File: src/rtl/rip_axi_arbiter.sv
// Round-robin sharing of one rip_axi_master write/read access-port pair between
// NUM_REQ requesters; each channel holds its grant until the master's done pulse.

module rip_axi_arb_chan #(
  parameter int NUM_REQ = 2,
  parameter int IW      = 1
) (
  input  logic               clk,
  input  logic               rstn,
  input  logic [NUM_REQ-1:0] req_valid_i,
  input  logic               m_ready_i,
  input  logic               m_done_i,
  output logic [IW-1:0]      winner_o,
  output logic               m_valid_o,
  output logic [NUM_REQ-1:0] req_ready_o,
  output logic [NUM_REQ-1:0] req_done_o,
  output logic               busy_o
);

  typedef enum logic {ST_IDLE, ST_BUSY} state_e;

  state_e        st_q, st_d;
  logic [IW-1:0] gnt_q, gnt_d;
  logic [IW-1:0] last_q, last_d;
  logic [IW-1:0] idx_w;
  int            idx;

  // Scan downwards so the lowest offset from last_q (highest priority) wins.
  always_comb begin
    winner_o = '0;
    idx      = 0;
    idx_w    = '0;
    if (rstn) begin
      for (int k = NUM_REQ; k >= 1; k--) begin
        idx = int'(last_q) + k;
        if (idx >= NUM_REQ) idx = idx - NUM_REQ;
        idx_w = IW'(idx);
        if (req_valid_i[idx_w]) winner_o = idx_w;
      end
    end
  end

  always_ff @(posedge clk) begin
    if (!rstn) begin
      st_q   <= ST_IDLE;
      gnt_q  <= '0;
      last_q <= IW'(NUM_REQ - 1);
    end else begin
      st_q   <= st_d;
      gnt_q  <= gnt_d;
      last_q <= last_d;
    end
  end

  always_comb begin
    st_d        = st_q;
    gnt_d       = gnt_q;
    last_d      = last_q;
    m_valid_o   = 1'b0;
    req_ready_o = '0;
    req_done_o  = '0;
    case (st_q)
      ST_IDLE: begin
        m_valid_o = |req_valid_i;
        if (m_valid_o && m_ready_i) begin
          req_ready_o[winner_o] = 1'b1;
          gnt_d                 = winner_o;
          last_d                = winner_o;
          st_d                  = ST_BUSY;
        end
      end
      ST_BUSY: begin
        req_done_o[gnt_q] = m_done_i;
        if (m_done_i) st_d = ST_IDLE;
      end
      default: st_d = ST_IDLE;
    endcase
    // Handshake outputs are held low combinationally while reset is asserted.
    if (!rstn) begin
      m_valid_o   = 1'b0;
      req_ready_o = '0;
      req_done_o  = '0;
    end
  end

  assign busy_o = (st_q == ST_BUSY);

endmodule

module rip_axi_arbiter #(
  parameter int NUM_REQ    = 2,
  parameter int ADDR_WIDTH = 32,
  parameter int DATA_WIDTH = 32,
  parameter int BURST_LEN  = 1,
  parameter int B_WIDTH    = 8,
  localparam int LINE      = DATA_WIDTH * BURST_LEN,
  localparam int STRB      = LINE / B_WIDTH
) (
  input  logic                          clk,
  input  logic                          rstn,
  input  logic [NUM_REQ-1:0]            req_wvalid,
  input  logic [NUM_REQ*ADDR_WIDTH-1:0] req_waddr,
  input  logic [NUM_REQ*LINE-1:0]       req_wdata,
  input  logic [NUM_REQ*STRB-1:0]       req_wstrb,
  output logic [NUM_REQ-1:0]            req_wready,
  output logic [NUM_REQ-1:0]            req_wdone,
  input  logic [NUM_REQ-1:0]            req_rvalid,
  input  logic [NUM_REQ*ADDR_WIDTH-1:0] req_raddr,
  output logic [NUM_REQ-1:0]            req_rready,
  output logic [LINE-1:0]               req_rdata,
  output logic [NUM_REQ-1:0]            req_rdone,
  input  logic                          m_wready,
  output logic [ADDR_WIDTH-1:0]         m_waddr,
  output logic [LINE-1:0]               m_wdata,
  output logic [STRB-1:0]               m_wstrb,
  output logic                          m_wvalid,
  input  logic                          m_wdone,
  input  logic                          m_rready,
  output logic [ADDR_WIDTH-1:0]         m_raddr,
  output logic                          m_rvalid,
  input  logic [LINE-1:0]               m_rdata,
  input  logic                          m_rdone,
  output logic                          dbg_wbusy_o,
  output logic                          dbg_rbusy_o
);

  localparam int IW = (NUM_REQ > 1) ? $clog2(NUM_REQ) : 1;

  // Request side: valid/ready handshake completes in the cycle both are high;
  // a requester holds valid and payload until its one-hot ready bit is seen.
  logic [IW-1:0] wwin, rwin;

  rip_axi_arb_chan #(.NUM_REQ(NUM_REQ), .IW(IW)) u_wr (
    .clk         (clk),
    .rstn        (rstn),
    .req_valid_i (req_wvalid),
    .m_ready_i   (m_wready),
    .m_done_i    (m_wdone),
    .winner_o    (wwin),
    .m_valid_o   (m_wvalid),
    .req_ready_o (req_wready),
    .req_done_o  (req_wdone),
    .busy_o      (dbg_wbusy_o)
  );

  rip_axi_arb_chan #(.NUM_REQ(NUM_REQ), .IW(IW)) u_rd (
    .clk         (clk),
    .rstn        (rstn),
    .req_valid_i (req_rvalid),
    .m_ready_i   (m_rready),
    .m_done_i    (m_rdone),
    .winner_o    (rwin),
    .m_valid_o   (m_rvalid),
    .req_ready_o (req_rready),
    .req_done_o  (req_rdone),
    .busy_o      (dbg_rbusy_o)
  );

  assign m_waddr   = req_waddr[int'(wwin)*ADDR_WIDTH +: ADDR_WIDTH];
  assign m_wdata   = req_wdata[int'(wwin)*LINE +: LINE];
  assign m_wstrb   = req_wstrb[int'(wwin)*STRB +: STRB];
  assign m_raddr   = req_raddr[int'(rwin)*ADDR_WIDTH +: ADDR_WIDTH];
  // Read data is only meaningful in the requester's rdone cycle.
  assign req_rdata = m_rdata;

endmodule

File: config.mk
export PLATFORM = sky130hd
export DESIGN_NAME = rip_axi_arbiter
export DESIGN_NICKNAME = d
export VERILOG_FILES = /design/src/rtl/rip_axi_arbiter.sv
export SDC_FILE = /design/constraint.sdc
export NUM_CORES = 1
export LEC_CHECK = 0
export ABC_AREA = 0
export CAP_MARGIN = 20
export CORE_AREA = 2 2 151 153
export CTS_CLUSTER_DIAMETER = 50
export DETAILED_ROUTE_END_ITERATION = 10
export DIE_AREA = 0 0 153 155
export HOLD_SLACK_MARGIN = 0.1
export PLACE_DENSITY_LB_ADDON = 0.3
export REMOVE_ABC_BUFFERS = 1
export SLEW_MARGIN = 20
export SYNTH_ARGS = -nofsm -noshare
export SYNTH_HDL_FRONTEND = slang
export SYNTH_SLANG_ARGS = --single-unit
File: constraint.sdc
create_clock -name clk -period 1.45 [get_ports clk]
set_input_delay 0.145 -clock clk [delete_from_list [all_inputs] [get_ports clk]]
set_output_delay 0.145 -clock clk [all_outputs]
set_load 0.02 [all_outputs]
==> flow_metrics.py, run 1 <==
metrics = {
    "grt": {
        "grt_pass1_vias": 2987,
        "grt-ovfl-total": 0,
        "antenna_found_initial": 0,
        "grt_start_max_net_pins": 23,
        "grt_first_pass_wirelength_um": 19000,
        "grt_usage_pct": 10.5,
    },
    "outcome": {
        "violations": "negative setup slack",
        "outcome": "complete, but fails checks",
    },
    "synthesis": {
        "yosys_warnings": 0,
        "synth_area_leader_cell": "mux2_2",
        "synthesis.area_um2": 1820,
        "syn_inst": 190,
        "synth-seq-cells": 6,
        "synth_area_per_cell_um2": 9.56,
        "synth.distinct_cells": 25,
        "synth_area_leaders": "mux2_2 56%, buf_4 13%, mux2_4 7.4%, dfxtp_1 6.6%, buf_2 2.5%",
        "yosysSeqAreaShare_pct": 6.61,
        "synth_top_area_share_pct": 56.4,
    },
    "timing": {
        "worst_slack_ns": -0.390,
        "clock_skew_ns": 0.000194,
        "tightest_slew_ns": 0.232,
        "tns_ns": -23.87,
        "setup-violations-final": 101,
        "rsz0062_at_grt": "true",
        "report.final.slew_viol_count": 0,
        "fmax_mhz": 543,
        "hold_viol_final": 0,
        "slew_headroom_pct": 84.6,
        "fin_crit_ns": 1.84,
        "fin_crit_sh_pct": 127,
    },
    "worst_hold_path": {
        "holdCritStartpoint": "m_rdata[23]",
        "min_path_type": "in -> out",
    },
    "power": {
        "netSwitchingFraction_pct": 32.0,
        "p_int_uw": 1890,
        "pwr-share-clk_pct": 16.2,
        "combPwrFrac_pct": 76.9,
        "powerDensity_nw_per_um2": 452,
        "p_seq_share_pct": 6.8,
        "ir_worst_vdd_uv": 317,
        "fin_total_pwr_uw": 2780,
        "p_sw_uw": 887,
        "power_leakage_uw": 0.00280,
    },
    "cts": {
        "cts_sinks": 6,
        "htree_levels": 1,
        "clock_path_buffers": 2,
        "cts_tree": "yes",
        "clkTransAtPathRegs_ns": 0.03,
        "cts-root-buf": "clkbuf_16",
        "insertion_delay_ns": 0.23,
        "numCtsBuffers": 3,
    },
    "drt": {
        "wl_per_cell_um": 18.0,
        "drc": 0,
        "via_count": 2881,
        "drt_iter0_drc": 79,
        "ant_nets": 0,
        "wl_um": 14600,
        "viasPerCell": 3.54,
        "drtPass1Iterations": 4,
    },
    "placement": {
        "port_buffers": 321,
        "globalplace.congestion": 0.815,
        "dp_hpwl_um": 11500,
        "place_area_um2": 5270,
        "dp.cells": 772,
    },
    "worst_setup_path": {
        "end_kind": "output port",
        "required_ns": 1.31,
        "cp.arrival_ns": 1.70,
        "critical_path_class": "reg -> out",
        "startpoint": "u_wr.last_q",
        "slowest_stage": "dfxtp_2",
        "cp-start-kind": "flip-flop",
        "cpPeakStageDelay_ns": 0.33,
        "worstPathCellList": "nand2_4 -> nand3_4 -> buf_12 -> buf_16 -> buf_8 -> buf_6 -> mux2_4 -> buf_6",
        "reg2reg_from": "u_wr.last_q",
        "cp_max_fo": 6,
        "cp_common_cell": "buf_6",
    },
    "floorplan": {
        "rows": 55,
        "chipWidth_um": 153,
        "io_pins": 386,
        "die_h_um": 155,
        "core_um2": 22200,
        "die-area_um2": 23700,
        "start_util_pct": 8.17,
    },
    "finish": {
        "drive_above_1_share_pct": 53.0,
        "final_cells": 813,
        "design_area_um2": 6140,
        "final_nets": 772,
        "area_delta_synth_final_pct": 238,
        "diodes": 0,
    },
    "job": {
        "maxCapViolCount": 0,
    },
}
power by group through the flow:
stage                     registers [uW]  clock network (uW)  logic [uW]
after global routing                 192                 470        2240
after detailed placement             188                   0        1810
after global placement               187                   0        1810
after floorplan                      192                   0         668
final                                190                 451        2140
after CTS                            187                 456        1900
cell families (layout without fill, tap and decap cells):
group / count (synthesis) / after routing / share of synthesized area, %
buffers and inverters: 48 / 386 / 18.0
DFF: 6 / 6 / 6.61
AOI/OAI and AO/OA: 11 / 11 / 4.13
and+or+nand+nor: 24 / 24 / 6.89
muxes: 101 / 101 / 64.4
stage by stage:
stage | setup WS, ns | util, % | hold slack, ns
finish | -0.390 | 27.6 | 0.290
detailed placement | -0.763 | 23.7 | 0.290
floorplan | -0.759 | - | 0.217
global route | -0.439 | 27.6 | 0.290
CTS | -0.455 | 25.2 | 0.290
global placement | -0.771 | 23.7 | 0.290
final timing paths:
kind                                       to  slack [ns]  cells past startpoint
worst max register to register     u_wr.gnt_q        0.36                      6
worst max-delay path               m_wdata[5]       -0.39                      8
worst min-delay path            req_rdata[23]        0.29                      0
worst min register to register     u_rd.gnt_q        0.48                      2
Yosys cell counts:
cell / instances
o21ai_0: 4
buf_2: 9
nand3_2: 2
mux2_4: 9
a21boi_0: 2
dfxtp_1: 6
buf_4: 32
mux2i_1: 1
o21bai_1: 1
and4_1: 1
nand2b_1: 1
o21ba_2: 1
clkbuf_1: 1
nand2_1: 5
inv_1: 4
mux2_2: 91
a21bo_2: 1
buf_6: 2
nand3_1: 4
o211ai_1: 1
nor2b_1: 1
nand4_1: 1
nor2_1: 7
and2_1: 2
a21oi_1: 1
worst max-delay path: cells and delay by family (launching register included):
family	cells	cell delay [ns]
DFF	1	0.33
buffers and inverters	5	0.65
muxes	1	0.29
and+or+nand+nor	2	0.18
flip-flops by register name, indices dropped and copies added (netlist names):
signal	count
u_rd.busy_o	1
u_rd.gnt_q	1
u_rd.last_q	1
u_wr.busy_o	1
u_wr.gnt_q	1
u_wr.last_q	1
what timing repair did:
item | in CTS | in global routing
hold buffers | 0 | 0
endpoints found under the setup margin | 111 | 108
gates cloned | 7 | 4
buffers inserted | 21 | 14
endpoints found under the hold margin | 0 | 0
pin swaps | 3 | 3
resized for setup | 539 | 156
area by class of cell:
class | count | area (um2)
flip-flops and latches | 6 | 124
fillers | 2345 | 16100
clock buffers | 3 | 75.1
repair buffers | 379 | 3930
well taps | 285 | 357
inverters | 4 | 15.0
multi-input cells | 136 | 1650
metal layers:
metal / track usage [%] / part of all wire [%] / vias up
met3: 5.24 / 10 / 23
met1: 12.7 / 39 / 1346
met5: 3.11 / 0.69 / -
li1: - / - / 1331
met2: 16.7 / 48 / 179
met4: 2.03 / 1.8 / 2
cells in the final DEF, fill, tap and decap left out, types with 4 or more instances in the layout:
master,synthesis,routed
buf_12,0,7
inv_1,4,4
dlygate4sd2_1,0,8
nor2_1,7,7
mux2_2,91,34
buf_4,32,33
clkbuf_16,0,6
buf_2,9,16
o21ai_0,4,4
buf_6,2,95
buf_8,0,6
clkdlybuf4s50_1,0,204
mux2_4,9,66
Power figures use the tool's default switching activity.
==> run 2, diff against run 1 <==
--- a/config.mk
+++ b/config.mk
@@ -8,3 +8,2 @@
 export ABC_AREA = 0
-export CAP_MARGIN = 20
 export CORE_AREA = 2 2 151 153
==> constraint.sdc (replaced) <==
create_clock -name clk -period 1.45 [get_ports clk]
set_input_delay 0.2175 -clock clk [delete_from_list [all_inputs] [get_ports clk]]
set_output_delay 0.2175 -clock clk [all_outputs]
set_load 0.02 [all_outputs]
==> run 2 against run 1 <==
  * The run still ends with negative setup slack left
  * Utilization shrank 0.96 points
  * Via count shrank 2.4%
  * Sequential cell count unchanged
  * Critical endpoint is now m_wdata[9]
==> flow_metrics.py, run 2 (same netlist as run 1, synthesis figures left out) <==
metrics = {
    "outcome": {
        "outcome": "complete, but fails checks",
        "violations": "negative setup slack",
    },
    "drt": {
        "viasPerCell": 3.50,
        "drt_iter0_drc": 109,
        "wl_um": 13900,
        "via_count": 2811,
        "drtPass1Iterations": 4,
        "ant_nets": 0,
        "drc": 0,
        "wl_per_cell_um": 17.3,
    },
    "timing": {
        "clock_skew_ns": 0.000233,
        "worst_slack_ns": -0.353,
        "hold_viol_final": 0,
        "fin_crit_ns": 1.80,
        "rsz0062_at_grt": "true",
        "tightest_slew_ns": 0.234,
        "slew_headroom_pct": 84.5,
        "setup-violations-final": 101,
        "report.final.slew_viol_count": 0,
        "fmax_mhz": 555,
        "hold_ws_ns": 0.435,
        "fin_crit_sh_pct": 124,
    },
    "worst_hold_path": {
        "holdCritStartpoint": "m_rdata[23]",
        "hold_end": "req_rdata[23]",
        "min_path_type": "in -> out",
        "whs_path_depth": 0,
    },
    "finish": {
        "mostFrequentLayoutCells": "203 x clkdlybuf4s50_1, 88 x buf_6, 61 x mux2_4",
        "diodes": 0,
        "final_cells": 804,
        "final_common_cell": "clkdlybuf4s50_1",
        "drive_above_1_share_pct": 53.8,
        "final_nets": 763,
        "area_delta_synth_final_pct": 227,
    },
    "worst_setup_path": {
        "worstReg2RegEnd": "u_wr.gnt_q",
        "r2r_slack_ns": 0.43,
        "cp.arrival_ns": 1.59,
        "reg2reg_depth": 4,
        "cp_max_fo": 8,
        "cp-start-kind": "flip-flop",
        "reg2reg_from": "u_wr.busy_o",
        "end_kind": "output port",
        "required_ns": 1.23,
        "critical_path_class": "reg -> out",
    },
    "job": {
        "maxCapViolCount": 0,
    },
    "floorplan": {
        "core_um2": 22200,
        "start_util_pct": 8.17,
        "chipWidth_um": 153,
        "rows": 55,
        "die-area_um2": 23700,
        "die_h_um": 155,
        "io_pins": 386,
    },
    "cts": {
        "htree_levels": 1,
        "clkTransAtPathRegs_ns": 0.03,
        "cts_sinks": 6,
        "clock_path_buffers": 2,
        "cts-root-buf": "clkbuf_16",
        "cts_tree": "yes",
        "numCtsBuffers": 3,
        "insertion_delay_ns": 0.23,
    },
    "power": {
        "ir_worst_vdd_uv": 310,
        "power_leakage_uw": 0.00269,
        "powerDensity_nw_per_um2": 453,
    },
    "grt": {
        "grt_first_pass_wirelength_um": 18900,
        "antenna_found_initial": 0,
        "grt_usage_pct": 10.4,
        "grt_start_max_net_pins": 23,
        "grt-ovfl-total": 0,
        "grt_pass1_vias": 2959,
    },
    "placement": {
        "dp_hpwl_um": 11500,
        "dp.cells": 772,
        "globalplace.congestion": 0.814,
        "port_buffers": 321,
    },
}
-- run 2: changes by cell type in the layout (fill, tap and decap cells not counted), moves of 3 or more --
cell | before | now
dlygate4sd2_1 | 8 | 5
buf_12 | 7 | 4
buf_4 | 33 | 30
mux2_4 | 66 | 61
clkbuf_2 | 2 | 5
buf_6 | 95 | 88
mux2_2 | 34 | 39
buf_2 | 16 | 24
-- run 2: critical path, stage by stage, from the launching register on --
cell and delay, ns:
dfxtp_2 0.33, nand2_4 0.07, nand3_4 0.08, buf_12 0.16
buf_16 0.14, buf_6 0.11, mux2_4 0.32, buf_6 0.14
-- run 2: power by group --
group	internal (uW)	leakage [uW]	switching, uW	total, uW
registers	180	0.0000493	11.1	191
clock network	354	0.0000370	89.2	443
logic	1290	0.00260	758	2050
total	1830	0.00269	858	2690
-- run 2: worst max-delay path by stage --
| stage | startpoint | endpoint | slack [ns] | cells after the start |
|---|---|---|---|---|
| finish | u_wr.last_q | m_wdata[9] | -0.35 | 7 |
| global route | u_wr.last_q | m_wdata[9] | -0.40 | 7 |
| CTS | u_wr.last_q | m_waddr[8] | -0.46 | 6 |
| detailed placement | rstn | m_raddr[21] | -0.91 | 6 |
| global placement | req_wvalid[0] | m_wdata[18] | -0.92 | 6 |
| floorplan | u_wr.last_q | req_wready[0] | -0.83 | 3 |
-- run 2: timing repair --
item | in CTS | in global routing
pin swaps | 3 | 5
setup endpoints to repair | 112 | 109
hold buffers | 0 | 0
cloned | 6 | 1
buffers inserted | 22 | 11
gates resized for setup | 560 | 128
-- run 2: area by class of cell --
| type | instances | area (um2) |
|---|---|---|
| clock buffer | 3 | 75.1 |
| fill | 2340 | 16300 |
| inverter | 4 | 15.0 |
| multi-input combinational | 136 | 1640 |
| sequential | 6 | 124 |
| tap | 285 | 357 |
| timing repair buffer | 370 | 3720 |
-- run 2: layer usage --
metal / wire [um] / track usage (%) / part of all wire [%] / vias to the layer above
met2: 6530 / 16.4 / 47 / 163
met4: 204 / 1.63 / 1.5 / 2
met3: 1450 / 4.48 / 10 / 16
met5: 101 / 3.11 / 0.73 / -
met1: 5640 / 13.3 / 41 / 1321
li1: - / - / - / 1309
-- run 2: stage by stage --
| stage | setup TNS (ns) | util [%] | total power, uW | cell area [um2] | setup slack (ns) |
|---|---|---|---|---|---|
| final | -26.59 | 26.7 | 2690 | 5930 | -0.353 |
| after global routing | -31.58 | 26.7 | 2800 | 5930 | -0.397 |
| after CTS | -30.25 | 25.3 | 2560 | 5620 | -0.464 |
| after detailed placement | -91.51 | 23.7 | 2000 | 5270 | -0.907 |
| after global placement | -91.44 | 23.7 | 1990 | 5270 | -0.916 |
| after floorplan | -61.53 | - | 860 | 1510 | -0.832 |
